## config.mk

```make
export PLATFORM = sky130hd
export DESIGN_NAME = bin2bcd_seq
export DESIGN_NICKNAME = d
export VERILOG_FILES = /design/src/rtl/bin2bcd_pkg.sv /design/src/rtl/bin2bcd_seq_dabble_digit.sv /design/src/rtl/bin2bcd_seq.sv
export SDC_FILE = /design/constraint.sdc
export NUM_CORES = 1
export LEC_CHECK = 0
export BUFFER_PORTS_ARGS = -buffer_cell sky130_fd_sc_hd__buf_2
export CAP_MARGIN = 20
export CORE_ASPECT_RATIO = 0.6
export CORE_UTILIZATION = 55
export DETAILED_ROUTE_END_ITERATION = 10
export PLACE_DENSITY = 0.84
export SLEW_MARGIN = 5
export SYNTH_ARGS = -nofsm -noshare
export SYNTH_HDL_FRONTEND = slang
export SYNTH_SLANG_ARGS = --single-unit
```

## constraint.sdc

```tcl
create_clock -name i_clk -period 1.7 [get_ports i_clk]
set_input_delay 0.085 -clock i_clk [delete_from_list [all_inputs] [get_ports i_clk]]
set_output_delay 0.085 -clock i_clk [all_outputs]
set_load 0.03 [all_outputs]
```

## src/rtl/bin2bcd_pkg.sv

```systemverilog
// bin2bcd_pkg
// Shared types and helpers for the sequential binary-to-BCD converter.
//   bcd_digit_t  : one packed BCD digit
//   conv_state_t : converter FSM states
//   min_digits() : decimal digits needed to show 2^bin_w - 1
package bin2bcd_pkg;

    typedef logic [3:0] bcd_digit_t;

    typedef enum logic [0:0] {
        IDLE  = 1'b0,
        SHIFT = 1'b1
    } conv_state_t;

    // Number of decimal digits in the largest BIN_W-bit value.
    function automatic int min_digits(input int bin_w);
        longint unsigned v;
        int              n;
        if (bin_w >= 64) begin
            return 20;
        end
        v = (64'd1 << bin_w) - 64'd1;
        n = 1;
        while (v >= 64'd10) begin
            v = v / 64'd10;
            n = n + 1;
        end
        return n;
    endfunction

endpackage

```

## src/rtl/bin2bcd_seq_dabble_digit.sv

```systemverilog
// dabble_digit
// Combinational add-3 correction for one BCD digit of the double-dabble
// accumulator: digits 5..9 get +3 so that the following left shift carries
// into the next digit exactly when the doubled value reaches 10.
//   i_digit : accumulator digit before correction
//   o_digit : corrected digit (4-bit arithmetic)
module dabble_digit
    import bin2bcd_pkg::*;
(
    input  bcd_digit_t i_digit,
    output bcd_digit_t o_digit
);

    always_comb begin
        o_digit = i_digit;
        if (i_digit > 4'd4) begin
            o_digit = i_digit + 4'd3;
        end
    end

endmodule

```

## src/rtl/bin2bcd_seq.sv

```systemverilog
// bin2bcd_seq
// Sequential binary-to-BCD converter (double dabble), one input bit per clock.
// A conversion accepted on edge E0 finishes on edge E(BIN_W) with a one-cycle
// o_done pulse; o_bcd / o_blank then hold until the next completed conversion.
//
// Optional feature macro: BIN2BCD_BLANK_EN
//   defined   : o_blank is the leading-zero blank mask registered with o_bcd
//   undefined : o_blank is tied to zero
//
// Ports:
//   i_clk   : clock, rising edge
//   i_rst   : synchronous active-high reset
//   i_start : conversion request, sampled only while idle
//   i_bin   : binary value, captured on the accepting edge
//   o_busy  : conversion in progress
//   o_done  : one-cycle completion pulse
//   o_bcd   : packed BCD result, digit 0 in bits [3:0]
//   o_blank : leading-zero blank mask, bit i blanks digit i
module bin2bcd_seq
    import bin2bcd_pkg::*;
#(
    parameter int BIN_W  = 16,
    parameter int DIGITS = 5
) (
    input  logic                  i_clk,
    input  logic                  i_rst,
    input  logic                  i_start,
    input  logic [BIN_W-1:0]      i_bin,
    output logic                  o_busy,
    output logic                  o_done,
    output logic [4*DIGITS-1:0]   o_bcd,
    output logic [DIGITS-1:0]     o_blank
);

    localparam int CNT_W = (BIN_W > 1) ? $clog2(BIN_W) : 1;

    // Elaboration-time parameter checks.
    if (BIN_W < 4) begin : g_bad_bin_w
        $error("bin2bcd_seq: BIN_W must be >= 4");
    end
    if (DIGITS < min_digits(BIN_W)) begin : g_bad_digits
        $error("bin2bcd_seq: DIGITS too small for BIN_W");
    end

    conv_state_t           r_state;
    logic [BIN_W-1:0]      r_sreg;
    logic [4*DIGITS-1:0]   r_acc;
    logic [CNT_W-1:0]      r_cnt;
    logic                  r_busy;
    logic                  r_done;
    logic [4*DIGITS-1:0]   r_bcd;

    logic [4*DIGITS-1:0]   w_adj;
    logic [4*DIGITS-1:0]   w_acc_next;
    logic                  w_unused_msb;

    // Per-digit add-3 correction ahead of the shift.
    for (genvar g = 0; g < DIGITS; g++) begin : g_digit
        dabble_digit u_digit (
            .i_digit (r_acc[4*g +: 4]),
            .o_digit (w_adj[4*g +: 4])
        );
    end

    // Shift {acc, sreg} left by one; the MSB of the corrected accumulator is
    // always zero because DIGITS covers the full input range.
    assign w_acc_next   = {w_adj[4*DIGITS-2:0], r_sreg[BIN_W-1]};
    assign w_unused_msb = w_adj[4*DIGITS-1];

`ifdef BIN2BCD_BLANK_EN
    logic [DIGITS-1:0] r_blank;
    logic [DIGITS-1:0] w_blank_next;

    // Digit i is blanked when it and every digit above it are zero; digit 0
    // is never blanked so a zero result still shows "0".
    always_comb begin
        logic v_zero;
        w_blank_next = '0;
        v_zero       = 1'b1;
        for (int i = DIGITS - 1; i >= 1; i--) begin
            v_zero          = v_zero && (w_acc_next[4*i +: 4] == 4'd0);
            w_blank_next[i] = v_zero;
        end
    end

    assign o_blank = r_blank;
`else
    assign o_blank = '0;
`endif

    always_ff @(posedge i_clk) begin
        if (i_rst) begin
            r_state <= IDLE;
            r_sreg  <= '0;
            r_acc   <= '0;
            r_cnt   <= '0;
            r_busy  <= 1'b0;
            r_done  <= 1'b0;
            r_bcd   <= '0;
`ifdef BIN2BCD_BLANK_EN
            r_blank <= '0;
`endif
        end else begin
            r_done <= 1'b0;
            case (r_state)
                IDLE: begin
                    if (i_start) begin
                        r_sreg  <= i_bin;
                        r_acc   <= '0;
                        r_cnt   <= CNT_W'(BIN_W - 1);
                        r_busy  <= 1'b1;
                        r_state <= SHIFT;
                    end
                end
                SHIFT: begin
                    r_acc  <= w_acc_next;
                    r_sreg <= {r_sreg[BIN_W-2:0], 1'b0};
                    r_cnt  <= r_cnt - 1'b1;
                    if (r_cnt == '0) begin
                        r_bcd   <= w_acc_next;
                        r_done  <= 1'b1;
                        r_busy  <= 1'b0;
                        r_state <= IDLE;
`ifdef BIN2BCD_BLANK_EN
                        r_blank <= w_blank_next;
`endif
                    end
                end
                default: r_state <= IDLE;
            endcase
        end
    end

    assign o_busy = r_busy;
    assign o_done = r_done;
    assign o_bcd  = r_bcd;

endmodule
```

# Word-level counts from Yosys, hierarchy flattened
# Index checks and enable logic that the tools add are counted.
# op_classes
order_cmp	5
n_eq_ne	2
reduce_logical	4
muxes	18
n_bitwise	1
addsub	6
# op_table
cell	n
$pmux 20 s2	1
$pmux 16 s2	1
$gt 4x3->1 const B	5
$mux 20	1
$mux 4	5
$add 4x2->4 const B	4
$mux 16	1
$pmux 4 s2	1
$mux 1	5
$logic_not 4->1	1
$pmux 1 s2	2
$reduce_and 2->1	2
$sub 4x1->4 const B	1
$add 3x2->3 const B	1
$mux 3	1
$ne 2x1->1 const B	1
$ne 2x2->1 const B	1
$reduce_or 2->1	1
$not 1->1	1
# totals
register_bits	63
out_inout_bits	27

# Depth between registers and ports, before layout
# Gate-level depths: netlist of the first run.
# depth
word_depth	3
depth_mapped	8
ltp_nobuf	7

# By module
# Synthesis of the first run repeated with hierarchy kept, for this count alone.
# hier_totals
cells_unflattened	356
area_unflattened_um2	3056.7
# modules_own_cells
module	n_inst	area_per_inst_um2	seq_area_each_um2	cells_per_inst
bin2bcd_seq	1	2537.4	1261.2	281
dabble_digit	5	103.8	0.0	15

# Worst setup path before layout of the first run
# OpenSTA, ideal clock, no wires.
# synth_timing
path_type	reg-to-reg
start	register r_cnt[0]
end	register r_bcd[11], in the netlist o_bcd[11]
t_required_ns	1.583
arrival_time_ns	1.229
synth_period_minus_slack_ns	1.346
path_slack_ns	0.354
path_stages_with_launch	8
setup_ns	0.117
cell_sequence	dfxtp_1 > inv_1 > ha_1 > nand2_2 > nor3_4 > nor2_2 > buf_6 > a22o_1
# synth_between
elab_chain_len	2
# synth_lines
element	line_no	rtl
start: declaration	bin2bcd_seq.sv:48	logic [CNT_W-1:0] r_cnt;
start signal: assignment	bin2bcd_seq.sv:110	r_cnt <= CNT_W'(BIN_W - 1);
start signal: assignment	bin2bcd_seq.sv:118	r_cnt <= r_cnt - 1'b1;
$logic_not 4->1	bin2bcd_seq.sv:119	if (r_cnt == '0) begin
$reduce_and 2->1 (no source line)	-	
end signal: assignment	bin2bcd_seq.sv:120	r_bcd <= w_acc_next;
end: declaration	bin2bcd_seq.sv:51	logic [4*DIGITS-1:0] r_bcd;
# Every way passes these cells.
# A chain may end at the register's enable or synchronous reset.

# Final worst setup path of the first run
# layout_timing
start	register r_cnt[0]
end	register r_bcd[17], in the netlist o_bcd[17]
# The elaborated chain is that of the path after synthesis.

==> results of run 1 <==
==> routing by layer <==
layer	vias up	global-route usage (%)
li1	1101	-
met1	1001	32.8
met2	74	34.1
met3	7	7.33
met4	0	8.57
met5	-	0
==> flip-flops by register name, indices dropped and copies added (netlist names) <==
| signal | cells |
|---|---|
| o_busy | 1 |
| r_state | 1 |
| o_bcd | 20 |
| r_acc | 20 |
| r_cnt | 4 |
| r_sreg | 16 |
| o_done | 1 |
==> report_power, final <==
part / switching [mW] / leakage (nW) / total [mW] / internal, mW
Sequential: 0.0309 / 0.512 / 1.55 / 1.52
Clock: 0.507 / 0.0854 / 1.10 / 0.591
Combinational: 0.175 / 0.830 / 0.279 / 0.104
==> layout make-up <==
type                       count  share of cell area, %
sequential                    63                   39.8
tap                           63                   2.49
timing repair buffer          48                   8.21
inverter                      19                   2.41
multi-input combinational    196                   41.9
clock inverter                 1                  0.158
clock buffer                  13                   5.01
==> per-stage QoR <==
stage | worst slack [ns] | hold slack (ns) | instances | utilization (%)
after detailed placement | 0.178 | 0.387 | 389 | 63.8
after global placement | 0.203 | 0.374 | 389 | 63.8
after global routing | 0.0429 | 0.0577 | 403 | 67.3
final | 0.167 | 0.0567 | 403 | 67.3
after floorplan | 0.354 | 0.280 | 299 | -
after CTS | 0.163 | 0.0514 | 403 | 67.3
==> worst min path at each step <==
stage	start	to	slack (ns)	cells after the start
floorplan	i_bin[0]	r_sreg[0]$_SDFFE_PP0P_	0.28	2
global placement	i_bin[0]	r_sreg[0]$_SDFFE_PP0P_	0.37	3
detailed placement	i_bin[0]	r_sreg[0]$_SDFFE_PP0P_	0.39	3
CTS	i_bin[0]	r_sreg[0]$_SDFFE_PP0P_	0.05	3
global route	i_bin[0]	r_sreg[0]$_SDFFE_PP0P_	0.06	3
finish	i_bin[0]	r_sreg[0]$_SDFFE_PP0P_	0.06	3
==> what timing repair did <==
| item | in CTS | in global routing |
|---|---|---|
| hold endpoints to repair | 0 | 0 |
| gates resized for setup | 0 | 1 |
| endpoints found under the setup margin | 0 | 11 |
==> cells by family (layout without fill, tap and decap cells) <==
| family | count (synthesis) | in the layout | synth area share, % |
|---|---|---|---|
| AOI/OAI and AO/OA | 85 | 85 | 20.6 |
| and+or+nand+nor | 69 | 69 | 12.3 |
| DFF | 63 | 63 | 45.3 |
| buffers and inverters | 40 | 81 | 7.68 |
| muxes | 21 | 21 | 7.54 |
| adders and majority gates | 11 | 11 | 4.94 |
| xor gates and xnor gates | 5 | 5 | 1.57 |
| other | 1 | 5 | 0.135 |
==> Yosys cell counts (2+ instances only) <==
library cell	number
dfxtp_1	63
nor2_1	37
a22o_1	29
a21oi_1	28
mux2i_1	21
inv_1	18
o21ai_0	16
nor3_1	12
ha_1	11
buf_4	6
clkbuf_1	6
nor2b_1	6
nand2b_1	5
o2bb2ai_1	5
xnor2_1	5
buf_2	4
buf_6	4
nand2_1	4
a211oi_1	2
nor3_4	2
==> critical path, cell delays in order (launching register included) <==
cell	delay, ns
dfxtp_1	0.34
inv_1	0.06
ha_1	0.17
nand2_2	0.08
nor3_4	0.24
nor2_2	0.05
buf_4	0.22
a22o_1	0.26
==> flow_summary.yaml, run 1 <==
run_status:
  status: "finished, final reports clean"
layout:
  antennaDiodeCount: 0
  final_cell_mix: "dfxtp_1, buf_2, nor2_1"
  flow.area_growth_from_synthesis_pct: 13.7
  num-nets-final: 367
  drive_above_1_share_pct: 20.0
  fill_cells: 386
  multi_input_area_um2: 1330
  layout_commonest_cell: "dfxtp_1"
  regArea_um2: 1260
  final_area_um2: 3170
detailed_routing:
  first_pass_iters: 4
  ant_nets: 0
  highest_layer: "met4"
  avgRoutedWirePerCell_um: 13.9
  wl_mm: 5.59
  drt-met1-wl_mm: 2.71
  viasPerCell: 5.42
  via_count: 2183
  drc: 0
  drt_iter0_drc: 149
  dr_wl_met2_mm: 2.41
  met3RoutedLength_um: 383
logic_synthesis:
  ys_seq_elements: 63
  yosysTopAreaCellShare_pct: 45.3
  synth_edf_count: 0
  yosysTopAreaCell: "dfxtp_1"
  ys_seq_area_share_pct: 45.3
  async_flop_share_pct: 0
  synth_cell_types: 31
  syn_area_per_cell_um2: 9.45
  yosys_warnings: 0
  synth_cells: 295
  synth_area_um2: 2790
  yosys-top-cells-area: "dfxtp_1, a22o_1, mux2i_1"
  dominantRegCellSynth: "dfxtp_1"
timing:
  finalSetupViolations: 0
  clock.fmax_ghz: 0.652
  rsz0062_at_grt: "no"
  period_share_pct: 90.2
  hold_viol: 0
  report.final.slew_viol_count: 0
  finalWorstPathRequiredPeriod_ns: 1.53
  tightest_slew_ns: 0.586
  fin_tns_setup_ns: 0
  skew_ns: 0.00666
  maxSlewHeadroom_pct: 60.9
critical_path:
  crit_arrival_ns: 1.76
  cp-start-kind: "flop"
  critPathKind: "reg -> reg"
  end_kind: "flop"
  critical_path.startpoint: "r_cnt[0]$_SDFFE_PP0P_"
  reg2reg_to: "o_bcd[17]$_SDFFE_PP0P_"
  critPathMaxFanout: 20
  rr_worst_depth: 7
  rrSetupSlack_ns: 0.17
  r2r_start: "r_cnt[0]$_SDFFE_PP0P_"
  crit_end: "o_bcd[17]$_SDFFE_PP0P_"
  required_ns: 1.92
floorplan:
  dieArea_um2: 5360
  start_util_pct: 59.2
  rows: 19
  die_h_um: 57.1
  die_width_um: 93.9
  core_um2: 4710
  io_pins: 46
clocking:
  clockRootBuffer: "clkbuf_8"
  clk_latency_ns: 0.33
  numCtsBuffers: 9
  cts_tree: "done"
  clk_pin_slew_ns: 0.06
  cts_buffer_depth: 2
  htree_levels: 3
  postCtsSetupRepairBufs: 0
  holdBufCountCts: 0
  clkSinkCount: 63
place:
  dp_hpwl_mm: 3.94
  gp_congestion: 0.828
  port_buffers: 40
  placed_cell_area_um2: 3000
grt:
  antenna_found_initial: 0
  grt_pass1_vias: 2032
  grt-ovfl-total: 0
  grt_max_degree: 36
  grt_usage_pct: 23.4
  grt_pass1_wl_mm: 9.43
pwr:
  vdd_drop_max_mv: 0.579
  p_leak_nw: 1.43
  cellPowerDensity_nw_per_um2: 924
  totalPowerFinal_mw: 2.93
worst_hold_path:
  hold_class: "in -> reg"
job:
  drv_cap: 0
No activity file was read; power rests on OpenSTA's default activity.
==> run 2, diff against run 1 <==
--- a/config.mk
+++ b/config.mk
@@ -5,12 +5,14 @@
 export SDC_FILE = /design/constraint.sdc
 export NUM_CORES = 1
 export LEC_CHECK = 0
+export ABC_AREA = 1
 export BUFFER_PORTS_ARGS = -buffer_cell sky130_fd_sc_hd__buf_2
 export CAP_MARGIN = 20
 export CORE_ASPECT_RATIO = 0.6
-export CORE_UTILIZATION = 55
+export CORE_UTILIZATION = 56
 export DETAILED_ROUTE_END_ITERATION = 10
-export PLACE_DENSITY = 0.84
+export PLACE_DENSITY = 0.85
+export RECOVER_POWER = 100
 export SLEW_MARGIN = 5
 export SYNTH_ARGS = -nofsm -noshare
 export SYNTH_HDL_FRONTEND = slang
==> run 2 against run 1 <==
Compared with the run above: first-iteration DRC count fell by 15%; cell count rose by 39%; critical path depth rose by 1; total power rose by 1.2%; synthesized area rose by 9.3%; sequential share of layout area fell by 2.5 points; clock skew barely moved; die area rose by 7.2%; largest power group unchanged.
==> flow_summary.yaml, run 2 <==
floorplan:
  die_h_um: 59.1
  core_um2: 5150
  rows: 20
  dieArea_um2: 5750
  start_util_pct: 59.1
  io_pins: 46
  die_width_um: 97.2
place:
  post-place-cells: 546
  port_buffers: 40
  placed_cell_area_um2: 3250
  gp_congestion: 0.831
  dp_hpwl_mm: 4.32
clocking:
  clkSinkCount: 63
  ctsResizeCount: 0
  cts_buffer_depth: 2
  clk_latency_ns: 0.34
  cts_tree: "done"
  htree_levels: 3
  numCtsBuffers: 9
  clk_pin_slew_ns: 0.06
  clockRootBuffer: "clkbuf_8"
logic_synthesis:
  yosysTopAreaCellShare_pct: 41.4
  ys_seq_elements: 63
  dominantRegCellSynth: "dfxtp_1"
  yosys_warnings: 0
  syn_area_per_cell_um2: 6.77
  yosysTopAreaCell: "dfxtp_1"
  synthSimpleGateAreaFrac_pct: 36.2
  synth_xor_area_share_pct: 0
  synth_compound_gate_area_share_pct: 5.38
  synthMostInstantiatedCell: "nand2_1"
  synth_cell_types: 25
  synth_commonest_cells: "nand2_1, dfxtp_1, inv_1"
  synth_cells: 450
  synth_top_family_by_area: "simple AND/OR/NAND/NOR gates"
  yosys-top-cells-area: "dfxtp_1, nand2_1, nand3_1"
  synth_area_um2: 3050
  synth_edf_count: 0
  synthMuxAreaShare_pct: 0
  async_flop_share_pct: 0
  synth_fa_ha_area_share_pct: 4.52
  ys_seq_area_share_pct: 41.4
layout:
  final_cell_mix: "nand2_1, dfxtp_1, inv_1"
  stdcell_count: 560
  layout_commonest_cell: "nand2_1"
  utilization_pct: 65.6
  num-nets-final: 522
  antennaDiodeCount: 0
  final_area_um2: 3380
  drive_above_1_share_pct: 8.70
  flow.area_growth_from_synthesis_pct: 10.9
  fill_cells: 462
critical_path:
  cp-start-kind: "flop"
  critPathKind: "reg -> reg"
  critPathMaxFanout: 17
  required_ns: 1.97
  end_kind: "flop"
  crit_arrival_ns: 1.78
timing:
  finalSetupViolations: 0
  hold_viol: 0
  tightest_slew_ns: 0.534
  report.final.slew_viol_count: 0
  clock.fmax_ghz: 0.663
  maxSlewHeadroom_pct: 64.4
  rsz0062_at_grt: "no"
  finalWorstPathRequiredPeriod_ns: 1.51
  skew_ns: 0.00650
  fin_tns_setup_ns: 0
  period_share_pct: 88.8
detailed_routing:
  first_pass_iters: 4
  wl_mm: 6.33
  ant_nets: 0
  viasPerCell: 4.93
  via_count: 2762
  avgRoutedWirePerCell_um: 11.3
  drt_iter0_drc: 126
  drc: 0
grt:
  grt-ovfl-total: 0
  grt_max_degree: 23
  grt_pass1_vias: 2497
  grt_pass1_wl_mm: 10.9
  grt_usage_pct: 24.3
  antenna_found_initial: 0
worst_hold_path:
  hold_class: "in -> reg"
pwr:
  totalPowerFinal_mw: 2.96
  vdd_drop_max_mv: 0.556
  cellPowerDensity_nw_per_um2: 877
  p_leak_nw: 1.75
job:
  drv_cap: 0
run_status:
  status: "finished, final reports clean"
-- run 2: cell types whose count changed after synthesis, sizes merged, moves of 10 or more --
cell,change
nor2,-24
inv,+42
mux2i,-21
nand2,+182
nor3,-12
a22o,-29
o21ai,-10
nand3,+56
-- run 2: critical path, cell delays in order (launching register included) --
cell and delay (ns):
dfxtp_1 0.33, inv_1 0.07, ha_1 0.25, nand3_4 0.12, inv_2 0.04, nor2_2 0.09, clkbuf_2 0.34, inv_1 0.10
nor2_1 0.10
-- run 2: what timing repair did --
action	4_1_cts	5_1_grt
hold endpoints to repair	1	0
setup buffers	0	0
hold buffers	1	0
-- run 2: per-layer routing --
layer	wire length [um]	GRT usage (%)	up-vias
met4	46	9.45	0
li1	-	-	1459
met1	3040	30.8	1226
met3	369	7.43	5
met2	2880	39.8	72
met5	0	0	-
-- run 2: logic make-up after synthesis --
kind of cell | count (synthesis)
buffers and inverters | 82
other | 1
flip-flops | 63
adder cells (fa/ha/maj) | 11
AO/OA/AOI/OAI | 31
AND/OR/NAND/NOR | 262
-- run 2: final timing paths --
kind	slack, ns	endpoint	cells after the start	from
hold / removal	0.03	r_sreg[3]$_SDFFE_PP0P_	5	i_bin[3]
setup / recovery	0.19	r_state$_SDFF_PP0_	8	r_cnt[0]$_SDFFE_PP0P_
hold reg to reg	0.45	o_bcd[7]$_SDFFE_PP0P_	2	o_bcd[7]$_SDFFE_PP0P_
setup reg to reg	0.19	r_state$_SDFF_PP0_	8	r_cnt[0]$_SDFFE_PP0P_
-- run 2: final cells by class --
| class | instances | area (um2) | share of cell area, % |
|---|---|---|---|
| multi-input combinational | 309 | 1410 | 41.6 |
| sequential | 63 | 1260 | 37.3 |
| timing repair buffer | 48 | 230 | 6.81 |
| inverter | 61 | 229 | 6.78 |
| clock buffer | 12 | 165 | 4.89 |
| tap | 66 | 82.6 | 2.44 |
| clock inverter | 1 | 5.00 | 0.148 |
-- run 2: stage by stage --
stage	hold WS, ns	setup slack [ns]
2_1_floorplan	0.228	0.478
3_3_place_gp	0.348	0.403
3_5_place_dp	0.355	0.327
4_1_cts	0.0148	0.314
5_1_grt	0.0394	0.0711
6_report	0.0301	0.191
-- run 2: report_power, final --
part           switching, mW  internal (mW)  total, mW
sequential            0.0277           1.52       1.55
clock                  0.528          0.622       1.15
combinational          0.185         0.0837      0.269
total                  0.740           2.22       2.96
==> run 3, diff against run 2 <==
--- a/config.mk
+++ b/config.mk
@@ -6,13 +6,17 @@
 export NUM_CORES = 1
 export LEC_CHECK = 0
 export ABC_AREA = 1
+export ABC_CLOCK_PERIOD_IN_PS = 1700
 export BUFFER_PORTS_ARGS = -buffer_cell sky130_fd_sc_hd__buf_2
 export CAP_MARGIN = 20
+export CELL_PAD_IN_SITES_DETAIL_PLACEMENT = 1
+export CELL_PAD_IN_SITES_GLOBAL_PLACEMENT = 1
 export CORE_ASPECT_RATIO = 0.6
-export CORE_UTILIZATION = 56
+export CORE_UTILIZATION = 40
 export DETAILED_ROUTE_END_ITERATION = 10
 export PLACE_DENSITY = 0.85
 export RECOVER_POWER = 100
+export REMOVE_ABC_BUFFERS = 1
 export SLEW_MARGIN = 5
 export SYNTH_ARGS = -nofsm -noshare
 export SYNTH_HDL_FRONTEND = slang
==> run 3 against run 2 <==
Compared with the run above: critical path type unchanged; worst hold slack worse by 0.014 ns; die area grew 39%; first-iteration DRC count increased by 10%; sequential share of layout area is 1.9 points lower; cell count up 6.8%; clock-buffer cell count up 1; core utilization decreased by 17 points; via count is 4.3% higher; sequential power hardly changed; critical endpoint is now r_sreg[13]$_SDFFE_PP0P_.
==> flow_summary.yaml, run 3 (synthesis results as in run 2) <==
grt:
  antenna_found_initial: 0
  grt_pass1_vias: 3073
  grt_pass1_wl_mm: 14.2
  grt-ovfl-total: 0
  grt_usage_pct: 23.0
  grt_max_degree: 36
critical_path:
  critPathMaxFanout: 20
  worst_path_most_repeated_cell: "nand2_1"
  cp-start-kind: "flop"
  max_stage_delay_ns: 0.40
  cp_slowest_cell: "dfxtp_1"
  required_ns: 1.98
  crit_chain: "nor2_1 -> clkbuf_4 -> nand2_1 -> nand3_1 -> nand2_1 -> inv_1"
  end_kind: "flop"
  crit_arrival_ns: 1.84
  crit_buf_inv: 2
  critPathKind: "reg -> reg"
  cp_top_family: "simple AND/OR/NAND/NOR gates"
clocking:
  htree_levels: 3
  clkSinkCount: 63
  clockRootBuffer: "clkbuf_16"
  holdBufCountCts: 0
  ctsResizeCount: 0
  cts_tree: "done"
  numCtsBuffers: 9
  clk_latency_ns: 0.33
  cts_buffer_depth: 2
  clk_pin_slew_ns: 0.05
  postCtsSetupRepairBufs: 0
layout:
  multi_input_area_um2: 1410
  regArea_um2: 1260
  flow.area_growth_from_synthesis_pct: 16.9
  num-nets-final: 519
  antennaDiodeCount: 0
  layout_commonest_cell: "nand2_1"
  fill_cells: 1003
  utilization_pct: 48.6
  drive_above_1_share_pct: 8.50
  final_cell_mix: "nand2_1, dfxtp_1, inv_1"
  stdcell_count: 598
timing:
  fin_tns_setup_ns: 0
  maxSlewHeadroom_pct: 60.0
  whs_ns: 0.0158
  finalWorstPathRequiredPeriod_ns: 1.56
  rsz0062_at_grt: "no"
  clock.fmax_ghz: 0.641
  report.final.slew_viol_count: 0
  finalSetupViolations: 0
  skew_ns: 0.00558
  hold_viol: 0
  tightest_slew_ns: 0.600
  period_share_pct: 91.8
detailed_routing:
  viasPerCell: 4.82
  drc: 0
  via_count: 2881
  first_pass_iters: 4
  avgRoutedWirePerCell_um: 14.0
  wl_mm: 8.35
  ant_nets: 0
  drt_iter0_drc: 139
worst_hold_path:
  hold_class: "in -> reg"
floorplan:
  die_width_um: 115
  io_pins: 46
  dieArea_um2: 7980
  core_um2: 7330
  die_h_um: 69.6
  start_util_pct: 41.6
  rows: 24
pwr:
  pwr-share-seq_pct: 40.3
  p_leak_nw: 1.81
  p_clk_share_pct: 52.4
  switchingPower_mw: 0.882
  cellPowerDensity_nw_per_um2: 1080
  power_frac_comb_pct: 7.3
  p_int_mw: 2.96
  swShare_pct: 23.0
  totalPowerFinal_mw: 3.84
  vdd_drop_max_mv: 0.527
place:
  gp_congestion: 0.789
  dp_hpwl_mm: 5.74
  port_buffers: 40
  post-place-cells: 582
job:
  drv_cap: 0
run_status:
  status: "finished, final reports clean"
-- run 3: layer usage --
metal  vias to the layer above  wire, um  track usage (%)
li1                       1458         -                -
met4                         0        63             6.49
met3                         7       305             6.29
met2                        40      4070             39.8
met1                      1376      3910             27.9
met5                         -         0                0
-- run 3: layout make-up --
| class | count | area share (%) |
|---|---|---|
| Multi-Input combinational cell | 309 | 39.5 |
| Clock inverter | 3 | 1.83 |
| Timing Repair Buffer | 45 | 5.90 |
| Inverter | 61 | 6.43 |
| Clock buffer | 13 | 7.31 |
| Tap cell | 104 | 3.65 |
| Sequential cell | 63 | 35.4 |
-- run 3: power groups by stage --
stage                     Sequential [mW]  Clock, mW  Combinational [mW]
after floorplan                      1.59          0               0.155
after global routing                 1.55       2.11               0.314
final                                1.55       2.02               0.281
after global placement               1.58          0               0.278
after detailed placement             1.58          0               0.293
after CTS                            1.55       2.05               0.296
-- run 3: stage by stage --
step	setup slack [ns]	cell area [um2]
2_1_floorplan	-0.224	2910
3_3_place_gp	0.360	3290
3_5_place_dp	0.256	3290
4_1_cts	0.250	3620
5_1_grt	0.0388	3560
6_report	0.139	3560
-- run 3: final timing paths --
kind                                                end  cells after the start  slack [ns]                    from
worst min register to register   o_bcd[19]$_SDFFE_PP0P_                      2        0.44  o_bcd[19]$_SDFFE_PP0P_
worst min-delay path             r_sreg[0]$_SDFFE_PP0P_                      3        0.02                i_bin[0]
worst max-delay path            r_sreg[13]$_SDFFE_PP0P_                      6        0.14      r_state$_SDFF_PP0_
worst max register to register  r_sreg[13]$_SDFFE_PP0P_                      6        0.14      r_state$_SDFF_PP0_
-- run 3: worst reg2reg max path, stage by stage, from the launching register on --
cell,delay (ns)
dfxtp_1,0.40
nor2_1,0.38
clkbuf_4,0.39
nand2_1,0.11
nand3_1,0.10
nand2_1,0.06
inv_1,0.07
